<file path="src/rtl/mem_stage_lsu_pkg.sv">
// Shared types for the MEM-stage load/store unit: memory op codes, FSM states
// and the pipeline stall bus.
package mem_stage_lsu_pkg;

  typedef enum logic [2:0] {
    MEM_NONE  = 3'd0,
    MEM_LB    = 3'd1,
    MEM_LBU   = 3'd2,
    MEM_LH    = 3'd3,
    MEM_LHU   = 3'd4,
    MEM_LW    = 3'd5,
    MEM_LWU   = 3'd6,
    MEM_STORE = 3'd7
  } mem_op_e;

  typedef enum logic [1:0] {
    ST_IDLE  = 2'd0,
    ST_WAIT  = 2'd1,
    ST_HOLD  = 2'd2,
    ST_DRAIN = 2'd3
  } lsu_state_e;

  localparam int STALL_W   = 6;
  localparam int STALL_MEM = 3;
  localparam int STALL_WB  = 4;

  typedef logic [STALL_W-1:0] stall_bus_t;

  localparam logic STOP    = 1'b1;
  localparam logic NO_STOP = 1'b0;

  function automatic logic isLoad(input mem_op_e op);
    return op inside {MEM_LB, MEM_LBU, MEM_LH, MEM_LHU, MEM_LW, MEM_LWU};
  endfunction

endpackage

</file>
<file path="src/rtl/mem_stage_lsu_load_align.sv">
// Combinational load aligner: picks the addressed byte/halfword/word lane out of
// the SRAM word, extends it, and flags misaligned halfword/word loads.
module mem_stage_lsu_load_align
  import mem_stage_lsu_pkg::*;
#(
  parameter  int DATA_W = 32,
  localparam int ALO_W  = $clog2(DATA_W / 8)
) (
  input  mem_op_e           op_i,
  input  logic [ALO_W-1:0]  addr_lo_i,
  input  logic [DATA_W-1:0] rdata_i,
  output logic [DATA_W-1:0] data_o,
  output logic              misaligned_o
);

  logic [7:0]        byteLane;
  logic [15:0]       halfLane;
  logic [DATA_W-1:0] wordSext;
  logic [DATA_W-1:0] wordZext;

  assign byteLane = rdata_i[{addr_lo_i, 3'b000} +: 8];
  assign halfLane = rdata_i[{addr_lo_i[ALO_W-1:1], 4'b0000} +: 16];

  // On a 32-bit datapath a word load is the whole bus, so LWU behaves as LW.
  generate
    if (DATA_W == 64) begin : gWide
      logic [31:0] wordLane;
      assign wordLane = rdata_i[{addr_lo_i[ALO_W-1], 5'b00000} +: 32];
      assign wordSext = {{32{wordLane[31]}}, wordLane};
      assign wordZext = {32'b0, wordLane};
    end else begin : gNarrow
      assign wordSext = rdata_i;
      assign wordZext = rdata_i;
    end
  endgenerate

  always_comb begin
    data_o       = rdata_i;
    misaligned_o = 1'b0;
    case (op_i)
      MEM_LB:  data_o = {{(DATA_W-8){byteLane[7]}}, byteLane};
      MEM_LBU: data_o = {{(DATA_W-8){1'b0}}, byteLane};
      MEM_LH: begin
        data_o       = {{(DATA_W-16){halfLane[15]}}, halfLane};
        misaligned_o = addr_lo_i[0];
      end
      MEM_LHU: begin
        data_o       = {{(DATA_W-16){1'b0}}, halfLane};
        misaligned_o = addr_lo_i[0];
      end
      MEM_LW: begin
        data_o       = wordSext;
        misaligned_o = |addr_lo_i[1:0];
      end
      MEM_LWU: begin
        data_o       = wordZext;
        misaligned_o = |addr_lo_i[1:0];
      end
      default: data_o = rdata_i;
    endcase
  end

endmodule

</file>
<file path="src/rtl/mem_stage_lsu.sv">
// MEM pipeline stage: captures the EX result, stalls for variable-latency load
// data, drains responses orphaned by a flush, and drives WB and ID forwarding.
module mem_stage_lsu
  import mem_stage_lsu_pkg::*;
#(
  parameter  int DATA_W = 32,
  parameter  int PC_W   = 32,
  parameter  int RF_AW  = 5,
  localparam int ALO_W  = $clog2(DATA_W / 8)
) (
  input  logic              clk_i,
  input  logic              rst_ni,
  input  stall_bus_t        stall_i,
  input  logic              flush_i,
  input  logic              ex_valid_i,
  input  logic [PC_W-1:0]   ex_pc_i,
  input  mem_op_e           ex_mem_op_i,
  input  logic [ALO_W-1:0]  ex_addr_lo_i,
  input  logic              ex_rf_we_i,
  input  logic [RF_AW-1:0]  ex_rf_waddr_i,
  input  logic [DATA_W-1:0] ex_result_i,
  input  logic              data_sram_rvalid_i,
  input  logic [DATA_W-1:0] data_sram_rdata_i,
  output logic              stallreq_mem_o,
  output logic              wb_valid_o,
  output logic [PC_W-1:0]   wb_pc_o,
  output logic              wb_rf_we_o,
  output logic [RF_AW-1:0]  wb_rf_waddr_o,
  output logic [DATA_W-1:0] wb_rf_wdata_o,
  output logic              wb_adel_o,
  output logic              fwd_we_o,
  output logic [RF_AW-1:0]  fwd_waddr_o,
  output logic [DATA_W-1:0] fwd_wdata_o,
  output logic              fwd_load_pending_o
);

  typedef struct packed {
    logic              valid;
    logic [PC_W-1:0]   pc;
    mem_op_e           memOp;
    logic [ALO_W-1:0]  addrLo;
    logic              rfWe;
    logic [RF_AW-1:0]  rfWaddr;
    logic [DATA_W-1:0] result;
  } capture_t;

  capture_t          capture_q, capture_d;
  lsu_state_e        state_q, state_d;
  logic [DATA_W-1:0] rdata_q;

  logic              stallMem, stallWb;
  logic              misaligned, loadPending, loadWaiting, captureAdvance;
  logic [DATA_W-1:0] alignSrc, alignData;
  logic              unusedStallBits;

  assign stallMem        = (stall_i[STALL_MEM] == STOP);
  assign stallWb         = (stall_i[STALL_WB] == STOP);
  assign unusedStallBits = ^{stall_i[STALL_W-1], stall_i[2:0]};

  assign loadPending = capture_q.valid & isLoad(capture_q.memOp) & ~misaligned;
  assign loadWaiting = loadPending & ~data_sram_rvalid_i &
                       ((state_q == ST_IDLE) | (state_q == ST_WAIT));

  assign stallreq_mem_o = loadWaiting | (state_q == ST_DRAIN);
  assign captureAdvance = ~flush_i & ~stallreq_mem_o & (~stallMem | ~stallWb);

  assign alignSrc = (state_q == ST_HOLD) ? rdata_q : data_sram_rdata_i;

  mem_stage_lsu_load_align #(
    .DATA_W (DATA_W)
  ) uAlign (
    .op_i         (capture_q.memOp),
    .addr_lo_i    (capture_q.addrLo),
    .rdata_i      (alignSrc),
    .data_o       (alignData),
    .misaligned_o (misaligned)
  );

  // While this stage requests the stall itself, the waiting load must stay put
  // even though the stall controller signals Stop on MEM with NoStop on WB.
  always_comb begin
    capture_d = capture_q;
    if (flush_i) begin
      capture_d = '0;
    end else if (!stallreq_mem_o) begin
      if (!stallMem) begin
        capture_d.valid   = ex_valid_i;
        capture_d.pc      = ex_pc_i;
        capture_d.memOp   = ex_mem_op_i;
        capture_d.addrLo  = ex_addr_lo_i;
        capture_d.rfWe    = ex_rf_we_i;
        capture_d.rfWaddr = ex_rf_waddr_i;
        capture_d.result  = ex_result_i;
      end else if (!stallWb) begin
        capture_d = '0;
      end
    end
  end

  always_comb begin
    state_d = state_q;
    case (state_q)
      ST_IDLE: begin
        if (!flush_i) begin
          if (loadWaiting) begin
            state_d = ST_WAIT;
          end else if (loadPending && data_sram_rvalid_i && !captureAdvance) begin
            state_d = ST_HOLD;
          end
        end
      end
      ST_WAIT: begin
        if (flush_i) begin
          state_d = data_sram_rvalid_i ? ST_IDLE : ST_DRAIN;
        end else if (data_sram_rvalid_i) begin
          state_d = captureAdvance ? ST_IDLE : ST_HOLD;
        end
      end
      ST_HOLD: begin
        if (flush_i || captureAdvance) begin
          state_d = ST_IDLE;
        end
      end
      ST_DRAIN: begin
        if (data_sram_rvalid_i) begin
          state_d = ST_IDLE;
        end
      end
      default: state_d = ST_IDLE;
    endcase
  end

  always_ff @(posedge clk_i or negedge rst_ni) begin
    if (!rst_ni) begin
      capture_q <= '0;
      state_q   <= ST_IDLE;
      rdata_q   <= '0;
    end else begin
      capture_q <= capture_d;
      state_q   <= state_d;
      if (data_sram_rvalid_i && (state_d == ST_HOLD) && (state_q != ST_HOLD)) begin
        rdata_q <= data_sram_rdata_i;
      end
    end
  end

  assign wb_valid_o    = capture_q.valid & ~loadWaiting & (state_q != ST_DRAIN);
  assign wb_pc_o       = capture_q.pc;
  assign wb_rf_we_o    = capture_q.valid & capture_q.rfWe & ~misaligned;
  assign wb_rf_waddr_o = capture_q.rfWaddr;
  assign wb_rf_wdata_o = isLoad(capture_q.memOp) ? alignData : capture_q.result;
  assign wb_adel_o     = capture_q.valid & misaligned;

  assign fwd_we_o           = wb_rf_we_o & wb_valid_o;
  assign fwd_waddr_o        = wb_rf_waddr_o;
  assign fwd_wdata_o        = wb_rf_wdata_o;
  assign fwd_load_pending_o = loadWaiting;

endmodule

</file>
<file path="config.mk">
export PLATFORM = sky130hd
export DESIGN_NAME = mem_stage_lsu
export DESIGN_NICKNAME = d
export VERILOG_FILES = /design/src/rtl/mem_stage_lsu_pkg.sv /design/src/rtl/mem_stage_lsu_load_align.sv /design/src/rtl/mem_stage_lsu.sv
export SDC_FILE = /design/constraint.sdc
export NUM_CORES = 1
export LEC_CHECK = 0
export BUFFER_PORTS_ARGS = -buffer_cell sky130_fd_sc_hd__buf_4
export CAP_MARGIN = 20
export CORE_MARGIN = 4
export CORE_UTILIZATION = 45
export DETAILED_ROUTE_END_ITERATION = 12
export HOLD_SLACK_MARGIN = 0.02
export PLACE_DENSITY = 0.72
export SLEW_MARGIN = 25
export SYNTH_ARGS = -nofsm -noshare
export SYNTH_HDL_FRONTEND = slang
export SYNTH_SLANG_ARGS = --single-unit
</file>
<file path="constraint.sdc">
create_clock -name clk_i -period 3.36 [get_ports clk_i]
set_clock_uncertainty 0.1 [all_clocks]
set_input_delay 0.336 -clock clk_i [delete_from_list [all_inputs] [get_ports clk_i]]
set_output_delay 0.336 -clock clk_i [all_outputs]
set_load 0.005 [all_outputs]
</file>
==> metrics.cfg <==
[pwr]
swShare_pct = 29.57
p_seq_share_pct = 43.7
p_clk_share_pct = 32.4
powerDensity_nw_per_um2 = 426.2
p_leak_uw = 0.003824
p_comb_share_pct = 23.9
internal_power_uw = 2400
switchingPower_uw = 1008
max-vdd-ir-drop_v = 0.0002413

[cts]
clockRootBuffer = clkbuf_16
clk_latency_ps = 350
numCtsBuffers = 9
clock_path_buffers = 2
cts_htree_levels = 3
clock_sinks = 110
cts_tree = built
clk_pin_slew_ps = 90

[sta]
setup_viol = 0
drv_slew = 0
rsz0062_at_grt = no
setup_slack_ps = 114.6
worst_pin_slew_ps = 755.9
tns_ps = 0
finalCritPeriodShare_pct = 96.59
finalHoldViolations = 0
slew_headroom_pct = 49.61
fmax_mhz = 308.1
period_needed_ps = 3245

[floorplan]
die_x_um = 126.9
start_util_pct = 45.84
coreArea_sq_um = 13880
die-area_sq_um = 16100
num_rows = 43
ios = 230
dieHeight_um = 126.9

[grt]
track_usage_pct = 22.02
first_global_vias = 5317
grt_overflow = 0
antenna_found_initial = 0
grt_max_degree = 82
grt_pass1_wl_um = 28630

[routing]
viasPerCell = 5.720
routedWlPerCell_um = 19.53
drtAntennaViolNets = 0
drt_first_pass_iters = 5
wl_um = 17970
first_iter_violations = 359
num_vias = 5262
drc = 0

[critical_path]
worstSetupPathType = reg -> out
path_max_fanout = 16
endpoint_kind = primary output
worstPathRequired_ps = 2920
critPathArrivalTime_ps = 2810
cp-start-kind = flip-flop

[synthesis]
syn_area_sq_um = 6362
syn_inst = 602
syn_avg_cell_area_sq_um = 10.57
synth_flop_cell = dfrtp_1
synth_fp_nets = 720
synth_seq_cells = 110
synth.yosys.warnings = 0
synth_edf_count = 0
ys_seq_area_share_pct = 43.26
netlist-cell-type-count = 48
async_flop_share_pct = 100.0

[finish]
syn2layout_area_growth_pct = 25.68
diodes = 0
fin_nets = 853
fillCellCount = 1210
drive_gt1_share_pct = 44.32

[placed_design]
dp.final_hpwl_um = 13200
gp_congestion = 0.8994
pre_cts_ws_ps = 274.3
portBuffers = 225

[flow_run]
drv_cap = 0

[min_path]
min_path_type = in -> reg

[status]
status = completed

## routing by layer
| metal | wire length, um | vias to the layer above | track usage [%] | part of all wire [%] |
|---|---|---|---|---|
| met5 | 0 | - | 0 | 0 |
| met4 | 284 | 0 | 7.256 | 1.6 |
| met3 | 1535 | 17 | 5.221 | 8.5 |
| met2 | 8504 | 237 | 35.43 | 47 |
| met1 | 7643 | 2591 | 29.42 | 43 |
| li1 | - | 2417 | - | - |
## Yosys cell counts (2+ instances only)
cell | count | area share [%]
nand4_1 | 2 | 0.20
a311oi_1 | 4 | 0.55
nand2_1 | 25 | 1.5
dfrtp_1 | 110 | 43
inv_2 | 2 | 0.12
o22ai_1 | 4 | 0.39
nand2b_1 | 5 | 0.49
or2_2 | 12 | 1.2
a211oi_1 | 7 | 0.83
nand3_1 | 10 | 0.79
buf_2 | 17 | 1.3
inv_1 | 5 | 0.30
and2_1 | 5 | 0.49
or3_1 | 2 | 0.20
buf_4 | 77 | 9.1
a221oi_1 | 3 | 0.41
o21ai_0 | 16 | 1.3
a31oi_1 | 24 | 2.4
clkbuf_1 | 20 | 1.2
mux2_2 | 40 | 7.1
and3_1 | 5 | 0.49
mux2i_1 | 30 | 4.7
nand3b_1 | 5 | 0.59
mux4_2 | 5 | 1.8
nor2b_1 | 4 | 0.39
o31ai_1 | 3 | 0.35
a21oi_1 | 11 | 0.87
a22o_1 | 77 | 11
nor2_1 | 36 | 2.1
buf_6 | 5 | 0.88
nor3_1 | 2 | 0.16
o211ai_1 | 13 | 1.5
## critical path: stages (launching register included)
cell	delay, ps
dfrtp_1	450
and2b_2	350
mux2_2	370
a222oi_1	340
buf_4	200
o211ai_4	190
a31oi_1	380
buf_4	180
## final timing paths
check	depth (start not counted)	endpoint	slack (ps)	from
setup / recovery	7	wb_rf_wdata_o[28]	110	state_q[0]$_DFF_PN0_
hold / removal	2	wb_pc_o[8]$_DFFE_PN0P_	80	ex_pc_i[8]
setup reg to reg	7	capture_q[1]$_DFFE_PN0P_	640	capture_q[40]$_DFFE_PN0P_
hold reg to reg	1	capture_q[15]$_DFFE_PN0P_	410	capture_q[15]$_DFFE_PN0P_
max in group asynchronous	3	wb_pc_o[23]$_DFFE_PN0P_	1910	rst_ni
min in group asynchronous	2	fwd_waddr_o[4]$_DFFE_PN0P_	480	rst_ni
## placed cells by master (no fill, tap or decap), types with 7 or more instances in the layout
cell and instances:
dfrtp_1 108, or2_2 12, mux2_2 40, nor2_1 36, o21ai_0 16, a22o_1 77, mux2i_1 30, a211oi_1 7
a21oi_1 10, o211ai_1 13, nand3_1 10, clkbuf_16 9, a31oi_1 23, nand2_1 25, buf_4 237
## registers in the layout (all words and copies together) (netlist names)
| name | count |
|---|---|
| capture_q | 39 |
| fwd_waddr_o | 5 |
| rdata_q | 32 |
| state_q | 2 |
| wb_pc_o | 32 |
## layout make-up
type / count / area, sq um / area share (%)
Multi-Input combinational cell: 365 / 2825 / 35.33
Sequential cell: 110 / 2755 / 34.45
Clock buffer: 9 / 225.2 / 2.816
Timing Repair Buffer: 242 / 1861 / 23.27
Inverter: 7 / 26.28 / 0.3286
Tap cell: 180 / 225.2 / 2.816
Clock inverter: 7 / 78.83 / 0.9858
## power by group through the flow
stage | clock (uW) | combinational, uW | sequential (uW)
2_1_floorplan | 0 | 481 | 1490
3_3_place_gp | 0 | 794 | 1510
3_5_place_dp | 0 | 807 | 1520
4_1_cts | 1140 | 815 | 1490
5_1_grt | 1190 | 886 | 1500
6_report | 1100 | 813 | 1490
## metrics by stage
step                instance area, sq um  cells  utilization [%]  hold slack (ps)  total power (uW)
finish                              7996    920            57.61            82.60              3408
global placement                    7631    900            54.98            384.4              2302
CTS                                 7969    919            57.41            70.92              3441
floorplan                           6362    602                -           -59.59              1969
detailed placement                  7631    900            54.98            390.8              2322
global route                        7996    920            57.61            70.96              3575
## repair_timing
action / 4_1_cts / 5_1_grt
resized for setup: 3 / 3
endpoints found under the setup margin: 50 / 6
pin swaps: 2 / 0
hold buffers: 0 / 1
hold endpoints to repair: 0 / 75
buffers inserted: 3 / 0
## cell families after synthesis
kind of cell / share of synthesized area [%]
AO/OA/AOI/OAI: 20.65
buffers and inverters: 12.96
AND/OR/NAND/NOR: 9.420
flip-flops: 43.26
multiplexers: 13.57
XOR/XNOR: 0.1377
No activity file was read; power rests on OpenSTA's default activity.
